$ cat src/rtl/draw_pkg.sv
// Constants and state type shared by the draw-region pair writer and reader.
package draw_pkg;

    localparam int unsigned ADDR_W    = 14;
    localparam int unsigned DATA_W    = 8;
    localparam int unsigned BASE_PAIR = 4096;
    localparam int unsigned END_PAIR  = 5120;

    typedef enum logic [2:0] {
        IDLE,
        ISSUE,
        WAIT,
        SEND_A,
        SEND_B,
        DONE
    } rd_state_t;

endpackage

$ cat src/rtl/draw_pair_addr_gen.sv
// Pair index register with last-pair compare and even/odd word address formation.
module draw_pair_addr_gen
    import draw_pkg::*;
#(
    parameter int unsigned AW        = ADDR_W,
    parameter int unsigned BASE      = BASE_PAIR,
    parameter int unsigned END_INDEX = END_PAIR
) (
    input  logic          clk,
    input  logic          reset,
    input  logic          load_i,
    input  logic          inc_i,
    output logic          last_o,
    output logic [AW-1:0] addr_a_o,
    output logic [AW-1:0] addr_b_o
);

    localparam int unsigned PW = AW - 1;

    logic [PW-1:0] pair_d, pair_q;

    always_comb begin
        pair_d = pair_q;
        if (load_i) begin
            pair_d = PW'(BASE);
        end else if (inc_i) begin
            pair_d = pair_q + 1'b1;
        end
    end

    always_ff @(posedge clk) begin
        if (reset) begin
            pair_q <= PW'(BASE);
        end else begin
            pair_q <= pair_d;
        end
    end

    assign last_o   = (pair_q == PW'(END_INDEX - 1));
    assign addr_a_o = {pair_q, 1'b0};
    assign addr_b_o = {pair_q, 1'b1};

endmodule

$ cat src/rtl/draw_pair_reader.sv
// Reads the draw region two words per access and streams them out even word first.
// Define READER_LOOP_EN to repeat passes back to back until reset.
module draw_pair_reader
    import draw_pkg::*;
#(
    parameter int unsigned RAM_LAT = 1
) (
    input  logic              clk,
    input  logic              reset,
    input  logic              start,
    output logic              rd_en,
    output logic [ADDR_W-1:0] addr_a,
    output logic [ADDR_W-1:0] addr_b,
    input  logic [DATA_W-1:0] rdata_a,
    input  logic [DATA_W-1:0] rdata_b,
    output logic [DATA_W-1:0] out_data,
    output logic              out_valid,
    input  logic              out_ready,
    output logic              out_last,
    output logic              busy,
    output logic              done
);

    localparam int unsigned LatW = (RAM_LAT > 1) ? $clog2(RAM_LAT) : 1;

    rd_state_t         state_d, state_q;
    logic [LatW-1:0]   lat_cnt_d, lat_cnt_q;
    logic [DATA_W-1:0] hold_a_d, hold_a_q;
    logic [DATA_W-1:0] hold_b_d, hold_b_q;
    logic              pair_load, pair_inc, pair_last;

    draw_pair_addr_gen #(
        .AW        (ADDR_W),
        .BASE      (BASE_PAIR),
        .END_INDEX (END_PAIR)
    ) u_addr_gen (
        .clk      (clk),
        .reset    (reset),
        .load_i   (pair_load),
        .inc_i    (pair_inc),
        .last_o   (pair_last),
        .addr_a_o (addr_a),
        .addr_b_o (addr_b)
    );

    always_comb begin
        state_d   = state_q;
        lat_cnt_d = lat_cnt_q;
        hold_a_d  = hold_a_q;
        hold_b_d  = hold_b_q;
        pair_load = 1'b0;
        pair_inc  = 1'b0;
        rd_en     = 1'b0;
        out_valid = 1'b0;
        out_data  = '0;
        out_last  = 1'b0;
        done      = 1'b0;
        busy      = (state_q != IDLE);

        unique case (state_q)
            IDLE: begin
                if (start) begin
                    pair_load = 1'b1;
                    state_d   = ISSUE;
                end
            end
            ISSUE: begin
                rd_en     = 1'b1;
                lat_cnt_d = '0;
                state_d   = WAIT;
            end
            WAIT: begin
                if (lat_cnt_q == LatW'(RAM_LAT - 1)) begin
                    hold_a_d = rdata_a;
                    hold_b_d = rdata_b;
                    state_d  = SEND_A;
                end else begin
                    lat_cnt_d = lat_cnt_q + LatW'(1);
                end
            end
            SEND_A: begin
                out_valid = 1'b1;
                out_data  = hold_a_q;
                if (out_ready) begin
                    state_d = SEND_B;
                end
            end
            SEND_B: begin
                out_valid = 1'b1;
                out_data  = hold_b_q;
                out_last  = pair_last;
                if (out_ready) begin
                    if (pair_last) begin
`ifdef READER_LOOP_EN
                        // Wrap straight into the next pass; done marks the boundary.
                        done      = 1'b1;
                        pair_load = 1'b1;
                        state_d   = ISSUE;
`else
                        state_d   = DONE;
`endif
                    end else begin
                        pair_inc = 1'b1;
                        state_d  = ISSUE;
                    end
                end
            end
            DONE: begin
                done    = 1'b1;
                state_d = IDLE;
            end
            default: state_d = IDLE;
        endcase
    end

    always_ff @(posedge clk) begin
        if (reset) begin
            state_q   <= IDLE;
            lat_cnt_q <= '0;
            hold_a_q  <= '0;
            hold_b_q  <= '0;
        end else begin
            state_q   <= state_d;
            lat_cnt_q <= lat_cnt_d;
            hold_a_q  <= hold_a_d;
            hold_b_q  <= hold_b_d;
        end
    end

endmodule

$ cat config.mk
export PLATFORM = sky130hd
export DESIGN_NAME = draw_pair_reader
export DESIGN_NICKNAME = d
export VERILOG_FILES = /design/src/rtl/draw_pkg.sv /design/src/rtl/draw_pair_addr_gen.sv /design/src/rtl/draw_pair_reader.sv
export SDC_FILE = /design/constraint.sdc
export NUM_CORES = 1
export LEC_CHECK = 0
export ABC_AREA = 1
export CORE_MARGIN = 5
export CORE_UTILIZATION = 45
export DETAILED_ROUTE_END_ITERATION = 6
export GPL_TIMING_DRIVEN = 0
export MAX_ROUTING_LAYER = met4
export PLACE_DENSITY = 0.8
export SETUP_SLACK_MARGIN = 0.05
export SLEW_MARGIN = 20
export SYNTH_ARGS = -nofsm -noshare
export SYNTH_HDL_FRONTEND = slang
export SYNTH_SLANG_ARGS = --single-unit
$ cat constraint.sdc
create_clock -name clk -period 1.8 [get_ports clk]
set_input_delay 0.45 -clock clk [delete_from_list [all_inputs] [get_ports clk]]
set_output_delay 0.45 -clock clk [all_outputs]
set_load 0.01 [all_outputs]
==> out/qor.yml, run 1 <==
run_status:
  outcome: "finished clean"
routing:
  drc_errors: 0
  vias: 1858
  ant_nets: 0
  dr.first_iter.drc_count: 119
  wire_per_inst_um: 13.32
  drt-vias-per-instance: 4.941
  routed_wirelength_um: 5010
  drtPass1Iterations: 4
timing:
  holdWs_ns: 0.4902
  setup_viol: 0
  fin_worst_skew_ns: 0.006433
  rsz0062_at_grt: "yes"
  hold_viol_final: 0
  post-route-period-util_pct: 99.71
  setup_slack_ns: 0.005237
  max_freq_mhz: 557.2
  finalCriticalPeriod_ns: 1.795
  drv_slew: 0
die:
  pin_count: 61
  start_util_pct: 47.43
  dieWidth_um: 72.81
  core-area_sq_mm: 0.003744
  rows: 22
  die_h_um: 72.81
  die_area_sq_mm: 0.005301
layout:
  nets: 348
  drive_gt1_share_pct: 32.93
  layout-area-overhead-vs-synth_pct: 55.53
  n_fill_cell: 282
  diodes: 0
  finalCoreUtilization_pct: 73.76
  regArea_sq_um: 695.7
  multi_input_area_sq_um: 963.4
critical_path:
  critical-path-top-delay-family: "flip-flops"
  path_cells: "inv_2 > nand3_4 > buf_12 > clkinv_8 > a22o_1 > buf_6"
  cpPeakStageDelay_ns: 0.36
  worstPathRequired_ns: 1.35
  crit_type: "flop to primary output"
  reg2reg_to: "hold_b_q[7]$_SDFFE_PP0P_"
  worstReg2RegStart: "state_q[2]$_SDFFE_PP0P_"
  critPathLaunchType: "flop"
  rrSetupSlack_ns: 0.26
  crit_fanout: 5
  cp.buffers_inverters: 4
  crit_path_end_kind: "primary output"
  crit_arrival_ns: 1.34
  rr_worst_depth: 7
  slowest_stage: "dfxtp_2"
logic_synthesis:
  ys_ff_latch: 32
  synth_area_leaders: "dfxtp_1, nor2_1, nand2_1, buf_4, o21ai_0"
  netlist_instances: 247
  synth_nets: 268
  synth_compound_area_share_pct: 16.84
  synthTopCellsByCount: "nor2_1, nand2_1, dfxtp_1"
  yosys_warnings: 0
  synthSimpleGateAreaFrac_pct: 29.39
  yosysTopAreaCellShare_pct: 36.08
  synth.avg_cell_area_sq_um: 7.188
  synth_cell_types: 27
  yosys.area_share.adder_pct: 0.7047
  syn-cell-area_sq_mm: 0.001775
  yosysTopAreaCell: "dfxtp_1"
  synth-main-ff-cell: "dfxtp_1"
  synth-seq-area-share_pct: 36.08
  yosysMostFrequentCell: "nor2_1"
  synth_edf_count: 0
  synth_top_family_by_area: "simple AND/OR/NAND/NOR gates"
  async_flop_share_pct: 0
  synth_xor_area_share_pct: 2.960
  synthMuxAreaShare_pct: 0
placed_design:
  numPortBuffers: 58
  dp_hpwl_um: 3154
  pre_cts_ws_ns: -0.3569
  globalplace.congestion: 0.8398
flow_run:
  drv_cap: 0
global_route:
  antenna_found_initial: 0
  grt_pass1_wl_um: 7534
  track_usage_pct: 18.49
  grt_pass1_vias: 1679
  grt_max_degree: 12
  grt.overflow.total: 0
cts:
  clkLatencyLatePin_ns: 0.29
  cts_sinks: 32
  clk_pin_slew_ns: 0.08
  cts_hold_buf: 0
  ctsLongestPathBuffers: 2
  cts-buffers-inserted: 5
  cts_tree: "yes"
  htree_levels: 2
  clockRootBuffer: "clkbuf_8"
hold_path:
  worstHoldStart: "hold_b_q[0]$_SDFFE_PP0P_"
  whs_path_depth: 2
  hold_class: "flop to flop"
  whs_endpoint: "hold_b_q[0]$_SDFFE_PP0P_"
power:
  powerDensity_mw_per_mm2: 652.3
  p_leak_nw: 1.270
  ir_worst_vdd_mv: 0.8152
==> report_power, final <==
part	internal, mW	leakage, nW	switching [mW]
clock	0.270	0.0479	0.297
sequential	0.770	0.271	0.0562
combinational	0.182	0.950	0.227
==> layout by cell type, fill, tap and decap left out, types with 4 or more instances in the layout <==
master           count
o21ai_0             21
a21oi_2              9
dfxtp_4             14
clkbuf_8             5
buf_4               25
a22o_1               8
dfxtp_1             16
dlygate4sd2_1       11
inv_1               15
nand3_1              6
nand2_2             12
nand2_1             35
nor2_1              49
buf_2                9
a21oi_1              4
dlymetal6s2s_1       5
clkdlybuf4s50_1     32
nor2_4               4
buf_6                7
==> layer usage <==
metal	share of wire (%)	vias up	wire length, um	GRT usage, %
met5	0	-	0	-
met4	0.76	0	38	4.098
met3	8.3	4	417	5.234
met2	50	75	2485	31.16
met1	41	848	2069	21.82
li1	-	931	-	-
==> cell families after synthesis <==
| group | count (synthesis) |
|---|---|
| other | 2 |
| buffers and inverters | 43 |
| and+or+nand+nor | 118 |
| xor gates and xnor gates | 6 |
| DFF | 32 |
| adders and majority gates | 1 |
| AOI/OAI and AO/OA | 45 |
==> layout make-up <==
class,count,share of cell area (%)
Clock buffer,5,2.492
Multi-Input combinational cell,172,34.89
Tap cell,48,2.175
Timing Repair Buffer,71,24.33
Buffer,22,6.026
Sequential cell,32,25.19
Inverter,21,3.489
Clock inverter,3,0.6797
Timing Repair inverter,2,0.7250
==> worst min-delay path: stages (launching register included) <==
cell     delay, ns
dfxtp_1       0.33
nor2_1        0.05
nor2_1        0.08
==> worst max-delay path by stage <==
| stage | start | end | slack [ns] | cells past startpoint |
|---|---|---|---|---|
| 2_1_floorplan | u_addr_gen.pair_q[1]$_SDFFE_PP0P_ | out_last | 0.23 | 5 |
| 3_5_place_dp | u_addr_gen.pair_q[0]$_SDFFE_PP0P_ | out_last | -0.36 | 6 |
| 6_report | state_q[2]$_SDFFE_PP0P_ | out_data[4] | 0.005 | 6 |
| 4_1_cts | u_addr_gen.pair_q[0]$_SDFFE_PP0P_ | out_last | -0.14 | 6 |
| 3_3_place_gp | u_addr_gen.pair_q[1]$_SDFFE_PP0P_ | out_last | -0.35 | 6 |
| 5_1_grt | state_q[2]$_SDFFE_PP0P_ | out_data[4] | -0.06 | 6 |
==> flip-flops by register name (all words and copies together) (netlist names) <==
register	flops
state_q	3
hold_b_q	8
hold_a_q	8
u_addr_gen.pair_q	13
==> through the flow <==
step / instances / total power, mW / area, sq um / setup TNS [ns]
2_1_floorplan: 247 / 1.057 / 1775 / 0
3_3_place_gp: 353 / 1.192 / 2416 / -2.466
3_5_place_dp: 353 / 1.199 / 2416 / -2.427
4_1_cts: 368 / 1.762 / 2636 / -0.1411
5_1_grt: 376 / 1.876 / 2761 / -0.3218
6_report: 376 / 1.801 / 2761 / 0
==> timing repair <==
action	in CTS	in global routing
endpoints found under the hold margin	0	0
gates resized for setup	98	18
buffers inserted	5	8
gates cloned	2	0
pin swaps	8	6
setup endpoints to repair	34	16
No activity file was read; power rests on OpenSTA's default activity.
==> run 2, diff against run 1 <==
--- a/config.mk
+++ b/config.mk
@@ -7,11 +7,11 @@
 export LEC_CHECK = 0
 export ABC_AREA = 1
 export CORE_MARGIN = 5
-export CORE_UTILIZATION = 45
+export CORE_UTILIZATION = 40
 export DETAILED_ROUTE_END_ITERATION = 6
 export GPL_TIMING_DRIVEN = 0
 export MAX_ROUTING_LAYER = met4
-export PLACE_DENSITY = 0.8
+export PLACE_DENSITY = 0.72
 export SETUP_SLACK_MARGIN = 0.05
 export SLEW_MARGIN = 20
 export SYNTH_ARGS = -nofsm -noshare
==> run 2 against run 1 <==
  * Maximum frequency down 0.65%
  * Clock skew down 0.0035 ns
  * Routed wire length down 12%
  * Non-clock buffer count down 7
  * Largest cell class unchanged
  * Die area up 11%
  * Critical endpoint is now out_data[6]
  * Global-route usage down 3.4 points
  * Critical path type unchanged
  * The run now ends with setup timing left
  * Clock power up 5.5%
  * Count of clock-buffer cells in the layout up 2
==> out/qor.yml, run 2 (same netlist as run 1, synthesis figures left out) <==
placed_design:
  dp.cells: 357  # +1.1%
  dp_hpwl_um: 3073  # -2.6%
  numPortBuffers: 58  # unchanged
  globalplace.congestion: 0.8044  # -4.2%
  dpl-instance-area_sq_mm: 0.002421  # +0.21%
timing:
  max_freq_mhz: 553.5  # -0.65%
  finalCriticalPeriod_ns: 1.807  # +0.01178 ns
  hold_viol_final: 0  # unchanged
  fin_worst_skew_ns: 0.002973  # -0.003460 ns
  setup_slack_ns: -0.006541  # -0.01178 ns
  fin_setup_tns_ns: -0.006986  # -0.006986 ns
  post-route-period-util_pct: 100.4  # +0.65 points
  drv_slew: 0  # unchanged
  holdWs_ns: 0.4876  # -0.002652 ns
  setup_viol: 2  # +2
  rsz0062_at_grt: "yes"
die:
  die_area_sq_mm: 0.005871  # +11%
  core-area_sq_mm: 0.004324  # +16%
  dieWidth_um: 76.63  # +5.2%
  pin_count: 61  # unchanged
  start_util_pct: 41.06  # -6.4 points
  die_h_um: 76.63  # +5.2%
  rows: 24  # +9.1%
layout:
  regMostFlops: "u_addr_gen.pair_q"
  layout_common_cells: "nor2_1, nand2_1, clkdlybuf4s50_1"
  mostFrequentLayoutCell: "nor2_1"
  drive_gt1_share_pct: 30.63  # -2.3 points
  diodes: 0  # unchanged
  n_fill_cell: 403  # +43%
  layout-area-overhead-vs-synth_pct: 52.15
  fin_area_sq_mm: 0.002701  # -2.2%
  largest_registers: "u_addr_gen.pair_q (13), hold_a_q (8), hold_b_q (8)"
  largest_reg_flops: 13  # unchanged
  nets: 341  # -2.0%
  final_cells: 372  # -1.1%
cts:
  ctsLongestPathBuffers: 2  # unchanged
  htree_levels: 2  # unchanged
  clockRootBuffer: "clkbuf_8"
  clk_pin_slew_ns: 0.06  # -0.02 ns
  cts-buffers-inserted: 5  # unchanged
  cts_tree: "yes"
  clkLatencyLatePin_ns: 0.29  # about the same
  cts_sinks: 32  # unchanged
global_route:
  grt_pass1_vias: 1704  # +1.5%
  track_usage_pct: 15.10  # -3.4 points
  antenna_found_initial: 0  # unchanged
  grt_max_degree: 11  # -1
  grt.overflow.total: 0  # unchanged
  grt_pass1_wl_um: 7162  # -4.9%
critical_path:
  worstReg2RegStart: "state_q[2]$_SDFFE_PP0P_"
  crit_arrival_ns: 1.36  # +0.02 ns
  crit_type: "flop to primary output"
  cp.buffers_inverters: 4  # unchanged
  cpPeakStageDelay_ns: 0.36  # about the same
  crit_fanout: 5  # unchanged
  crit_path_frequent_cell: "buf_6"
  worstPathRequired_ns: 1.35  # about the same
  critical-path-top-delay-family: "buffers and inverters"
  slowest_stage: "dfxtp_4"
  crit_path_end_kind: "primary output"
  crit_start: "state_q[2]$_SDFFE_PP0P_"
  cp.depth: 6  # unchanged
  reg2reg_to: "hold_a_q[6]$_SDFFE_PP0P_"
  rrSetupSlack_ns: 0.28  # +0.02 ns
  rr_worst_depth: 7  # unchanged
  path_cells: "buf_6 > nand2_4 > buf_6 > clkinv_4 > a22o_1 > buf_2"
  critPathLaunchType: "flop"
run_status:
  violations: "setup timing"
  outcome: "complete, but fails checks"
hold_path:
  hold_class: "flop to flop"
  whs_path_depth: 2  # unchanged
  whs_endpoint: "hold_a_q[7]$_SDFFE_PP0P_"
  worstHoldStart: "hold_a_q[7]$_SDFFE_PP0P_"
routing:
  ant_nets: 0  # unchanged
  wire_per_inst_um: 11.81  # -11%
  vias: 1771  # -4.7%
  routed_wirelength_um: 4394  # -12%
  drc_errors: 0  # unchanged
  drtPass1Iterations: 4  # unchanged
  drt-vias-per-instance: 4.761  # -3.7%
  dr.first_iter.drc_count: 80  # -33%
flow_run:
  drv_cap: 0  # unchanged
power:
  p_leak_nw: 1.231  # -3.1%
  ir_worst_vdd_mv: 0.5077  # -38%
  powerDensity_mw_per_mm2: 666.4  # +2.2%
## run 2: cell types whose count changed in the layout (fill, tap and decap cells not counted), sizes merged
cell	delta
dlygate4sd2	-3
clkdlybuf4s50	+2
buf	-7
dlymetal6s2s	+1
clkbuf	+2
inv	-1
clkinv	-2
## run 2: repair_timing
action / in CTS / in global routing
pin swaps: 10 / 2
gates resized for setup: 103 / 7
hold buffers: 0 / 0
gates cloned: 2 / 0
endpoints found under the setup margin: 33 / 12
setup buffers: 5 / 1
## run 2: worst max path at each step
| stage | endpoint |
|---|---|
| finish | out_data[6] |
| global route | out_data[6] |
| CTS | out_last |
| detailed placement | out_last |
| global placement | out_last |
| floorplan | out_last |
## run 2: layout make-up
cell class | instances | area (sq um) | area share [%]
repair buffers | 64 | 600.6 | 22.23
well taps | 52 | 65.06 | 2.409
repair inverters | 2 | 17.52 | 0.6484
clock buffers | 7 | 96.34 | 3.566
multi-input cells | 172 | 958.4 | 35.48
plain buffers | 22 | 166.4 | 6.160
flip-flops and latches | 32 | 698.2 | 25.85
inverters | 21 | 98.84 | 3.659
## run 2: per-layer routing
metal | routed length, um | track usage (%)
met5 | 0 | -
met4 | 47 | 5.245
met3 | 284 | 3.901
met2 | 2230 | 27.05
met1 | 1831 | 15.92
## run 2: power by group
group | leakage (nW) | switching (mW) | total, mW | internal (mW)
registers | 0.272 | 0.0566 | 0.826 | 0.770
clock network | 0.0503 | 0.257 | 0.597 | 0.340
logic | 0.909 | 0.209 | 0.377 | 0.168
## run 2: metrics by stage
step           total power, mW  util (%)  worst slack [ns]
2_1_floorplan            1.057         -            0.2279
3_3_place_gp             1.192     55.99           -0.3749
3_5_place_dp             1.198     55.99           -0.3844
4_1_cts                  1.805     61.83        -0.0008948
5_1_grt                  1.886     62.47          -0.05139
6_report                 1.800     62.47         -0.006541
## run 2: worst reg2reg max path, cell delays in order (launching register included)
cell,delay [ns]
dfxtp_4,0.37
buf_6,0.11
nor2_1,0.04
nand2_1,0.20
clkinv_1,0.28
buf_2,0.27
nor2_1,0.11
nor2_1,0.05
==> run 3, diff against run 2 <==
--- a/config.mk
+++ b/config.mk
@@ -7,12 +7,13 @@
 export LEC_CHECK = 0
 export ABC_AREA = 1
 export CORE_MARGIN = 5
-export CORE_UTILIZATION = 40
+export CORE_UTILIZATION = 45
 export DETAILED_ROUTE_END_ITERATION = 6
 export GPL_TIMING_DRIVEN = 0
 export MAX_ROUTING_LAYER = met4
-export PLACE_DENSITY = 0.72
+export PLACE_DENSITY = 0.8
 export SETUP_SLACK_MARGIN = 0.05
+export SKIP_LAST_GASP = 1
 export SLEW_MARGIN = 20
 export SYNTH_ARGS = -nofsm -noshare
 export SYNTH_HDL_FRONTEND = slang
==> run 3 against run 2 <==
  * The flow still finishes with violations (setup timing)
  * Register-to-register slack got worse by 0.03 ns
  * Die area decreased by 9.7%
  * Clock skew increased by 0.0032 ns
  * Design area increased by 1.9%
  * First-iteration DRC count increased by 23%
  * Via count increased by 7.3%
  * Final cell count increased by 1.1%
==> out/qor.yml, run 3 (same netlist as run 1, synthesis figures left out) <==
run_status:
  outcome: "complete, but fails checks"
  violations: "setup timing"
layout:
  fin_area_sq_mm: 0.002754  # +1.9%
  final_cells: 376  # +1.1%
  mostFrequentLayoutCell: "nor2_1"
  layout_common_cells: "nor2_1, nand2_1, clkdlybuf4s50_1"
  largest_registers: "u_addr_gen.pair_q (13), hold_a_q (8), hold_b_q (8)"
  layout-area-overhead-vs-synth_pct: 55.11
  regMostFlops: "u_addr_gen.pair_q"
  diodes: 0  # unchanged
  finalCoreUtilization_pct: 73.56  # +11 points
  drive_gt1_share_pct: 32.62  # +2.0 points
  largest_reg_flops: 13  # unchanged
  nets: 348  # +2.1%
global_route:
  grt_max_degree: 12  # +1
  antenna_found_initial: 0  # unchanged
  grt_pass1_wl_um: 7617  # +6.4%
  grt_pass1_vias: 1678  # -1.5%
  grt.overflow.total: 0  # unchanged
  track_usage_pct: 18.81  # +3.7 points
placed_design:
  dp_hpwl_um: 3154  # +2.6%
  dpl-instance-area_sq_mm: 0.002416  # -0.21%
  globalplace.congestion: 0.8398  # +4.4%
  dp.cells: 353  # -1.1%
  numPortBuffers: 58  # unchanged
die:
  dieWidth_um: 72.81  # -5.0%
  start_util_pct: 47.43  # +6.4 points
  pin_count: 61  # unchanged
  die_h_um: 72.81  # -5.0%
  rows: 22  # -8.3%
  die_area_sq_mm: 0.005301  # -9.7%
  core-area_sq_mm: 0.003744  # -13%
timing:
  hold_viol_final: 0  # unchanged
  post-route-period-util_pct: 102.6  # +2.2 points
  fin_worst_skew_ns: 0.006142  # +0.003169 ns
  max_freq_mhz: 541.5  # -2.2%
  setup_slack_ns: -0.04685  # -0.04031 ns
  rsz0062_at_grt: "yes"
  holdWs_ns: 0.4886  # +0.001006 ns
  setup_viol: 3  # +1
  finalCriticalPeriod_ns: 1.847  # +0.04031 ns
  drv_slew: 0  # unchanged
critical_path:
  rrSetupSlack_ns: 0.25  # -0.03 ns
  cp-endpoint: "out_data[2]"
  crit_arrival_ns: 1.40  # +0.04 ns
  crit_path_end_kind: "primary output"
  worstReg2RegStart: "state_q[2]$_SDFFE_PP0P_"
  rr_worst_depth: 7  # unchanged
  crit_type: "flop to primary output"
  worstPathRequired_ns: 1.35  # about the same
  crit_fanout: 5  # unchanged
  reg2reg_to: "hold_a_q[2]$_SDFFE_PP0P_"
  critPathLaunchType: "flop"
  crit_start: "state_q[0]$_SDFFE_PP0P_"
power:
  powerDensity_mw_per_mm2: 659.1  # -1.1%
  ir_worst_vdd_mv: 0.7762  # +53%
  finalPower_mw: 1.815  # +0.83%
  p_leak_nw: 1.227  # -0.34%
cts:
  clk_pin_slew_ns: 0.07  # about the same
  clkLatencyLatePin_ns: 0.29  # about the same
  htree_levels: 2  # unchanged
  cts_tree: "yes"
  clockRootBuffer: "clkbuf_8"
  cts-buffers-inserted: 5  # unchanged
  cts_sinks: 32  # unchanged
  ctsLongestPathBuffers: 2  # unchanged
hold_path:
  hold_class: "flop to flop"
routing:
  wire_per_inst_um: 13.77  # +17%
  drtPass1Iterations: 4  # unchanged
  dr.first_iter.drc_count: 98  # +23%
  routed_wirelength_um: 5177  # +18%
  drt-vias-per-instance: 5.053  # +6.1%
  vias: 1900  # +7.3%
  drc_errors: 0  # unchanged
  ant_nets: 0  # unchanged
flow_run:
  drv_cap: 0  # unchanged
-- run 3: changes by cell type in the layout (fill, tap and decap cells not counted), moves of 2 or more --
cell,change
dlygate4sd2_1,+2
buf_2,-2
clkbuf_8,-2
dlymetal6s2s_1,-3
buf_4,+5
buf_6,+3
clkinv_2,+2
nand2_1,-2
nand2_2,+2
-- run 3: cell type report --
cell class / instances / area, sq um
Buffer: 22 / 166.4
Clock buffer: 5 / 68.82
Clock inverter: 3 / 18.77
Fill cell: 287 / 989.7
Inverter: 21 / 88.84
Multi-Input combinational cell: 172 / 963.4
Sequential cell: 32 / 695.7
Tap cell: 48 / 60.06
Timing Repair Buffer: 71 / 671.9
Timing Repair inverter: 2 / 20.02
-- run 3: repair_timing --
action                     CTS  global route
setup endpoints to repair   34            15
buffers inserted             5             8
cloned                       2             0
resized for setup           92            22
hold buffers                 0             0
pin swaps                    3             9
-- run 3: per-layer routing --
layer	up-vias	wire [um]	global-route usage (%)	part of all wire (%)
met4	0	133	5.123	2.6
met5	-	0	-	0
met2	91	2559	31.66	49
met3	12	400	5.234	7.7
met1	864	2083	21.92	40
li1	933	-	-	-
-- run 3: power by group --
group / internal (mW) / switching, mW / leakage (nW)
logic: 0.193 / 0.240 / 0.907
registers: 0.770 / 0.0567 / 0.271
clock network: 0.269 / 0.286 / 0.0479
-- run 3: critical path, stage by stage, from the launching register on --
cell and delay (ns):
dfxtp_4 0.37, nor2_4 0.16, nand2_4 0.09, buf_6 0.13
clkinv_4 0.06, a22o_1 0.16, buf_2 0.15
-- run 3: worst min-delay path by stage --
stage                     slack, ns                  endpoint  cells past startpoint                     start
final                          0.49  hold_b_q[0]$_SDFFE_PP0P_                      2  hold_b_q[0]$_SDFFE_PP0P_
after global routing           0.51  hold_b_q[7]$_SDFFE_PP0P_                      2  hold_b_q[7]$_SDFFE_PP0P_
after CTS                      0.49  hold_b_q[5]$_SDFFE_PP0P_                      2  hold_b_q[5]$_SDFFE_PP0P_
after detailed placement       0.48  hold_b_q[5]$_SDFFE_PP0P_                      2  hold_b_q[5]$_SDFFE_PP0P_
after global placement         0.46  hold_b_q[1]$_SDFFE_PP0P_                      2  hold_b_q[1]$_SDFFE_PP0P_
after floorplan                0.46  hold_b_q[0]$_SDFFE_PP0P_                      2  hold_b_q[0]$_SDFFE_PP0P_
-- run 3: stage by stage --
stage / setup TNS [ns] / setup WS, ns
after global placement: -2.466 / -0.3535
after CTS: -0.2176 / -0.1958
final: -0.07358 / -0.04685
after floorplan: 0 / 0.2279
after global routing: -0.6318 / -0.1099
after detailed placement: -2.427 / -0.3569
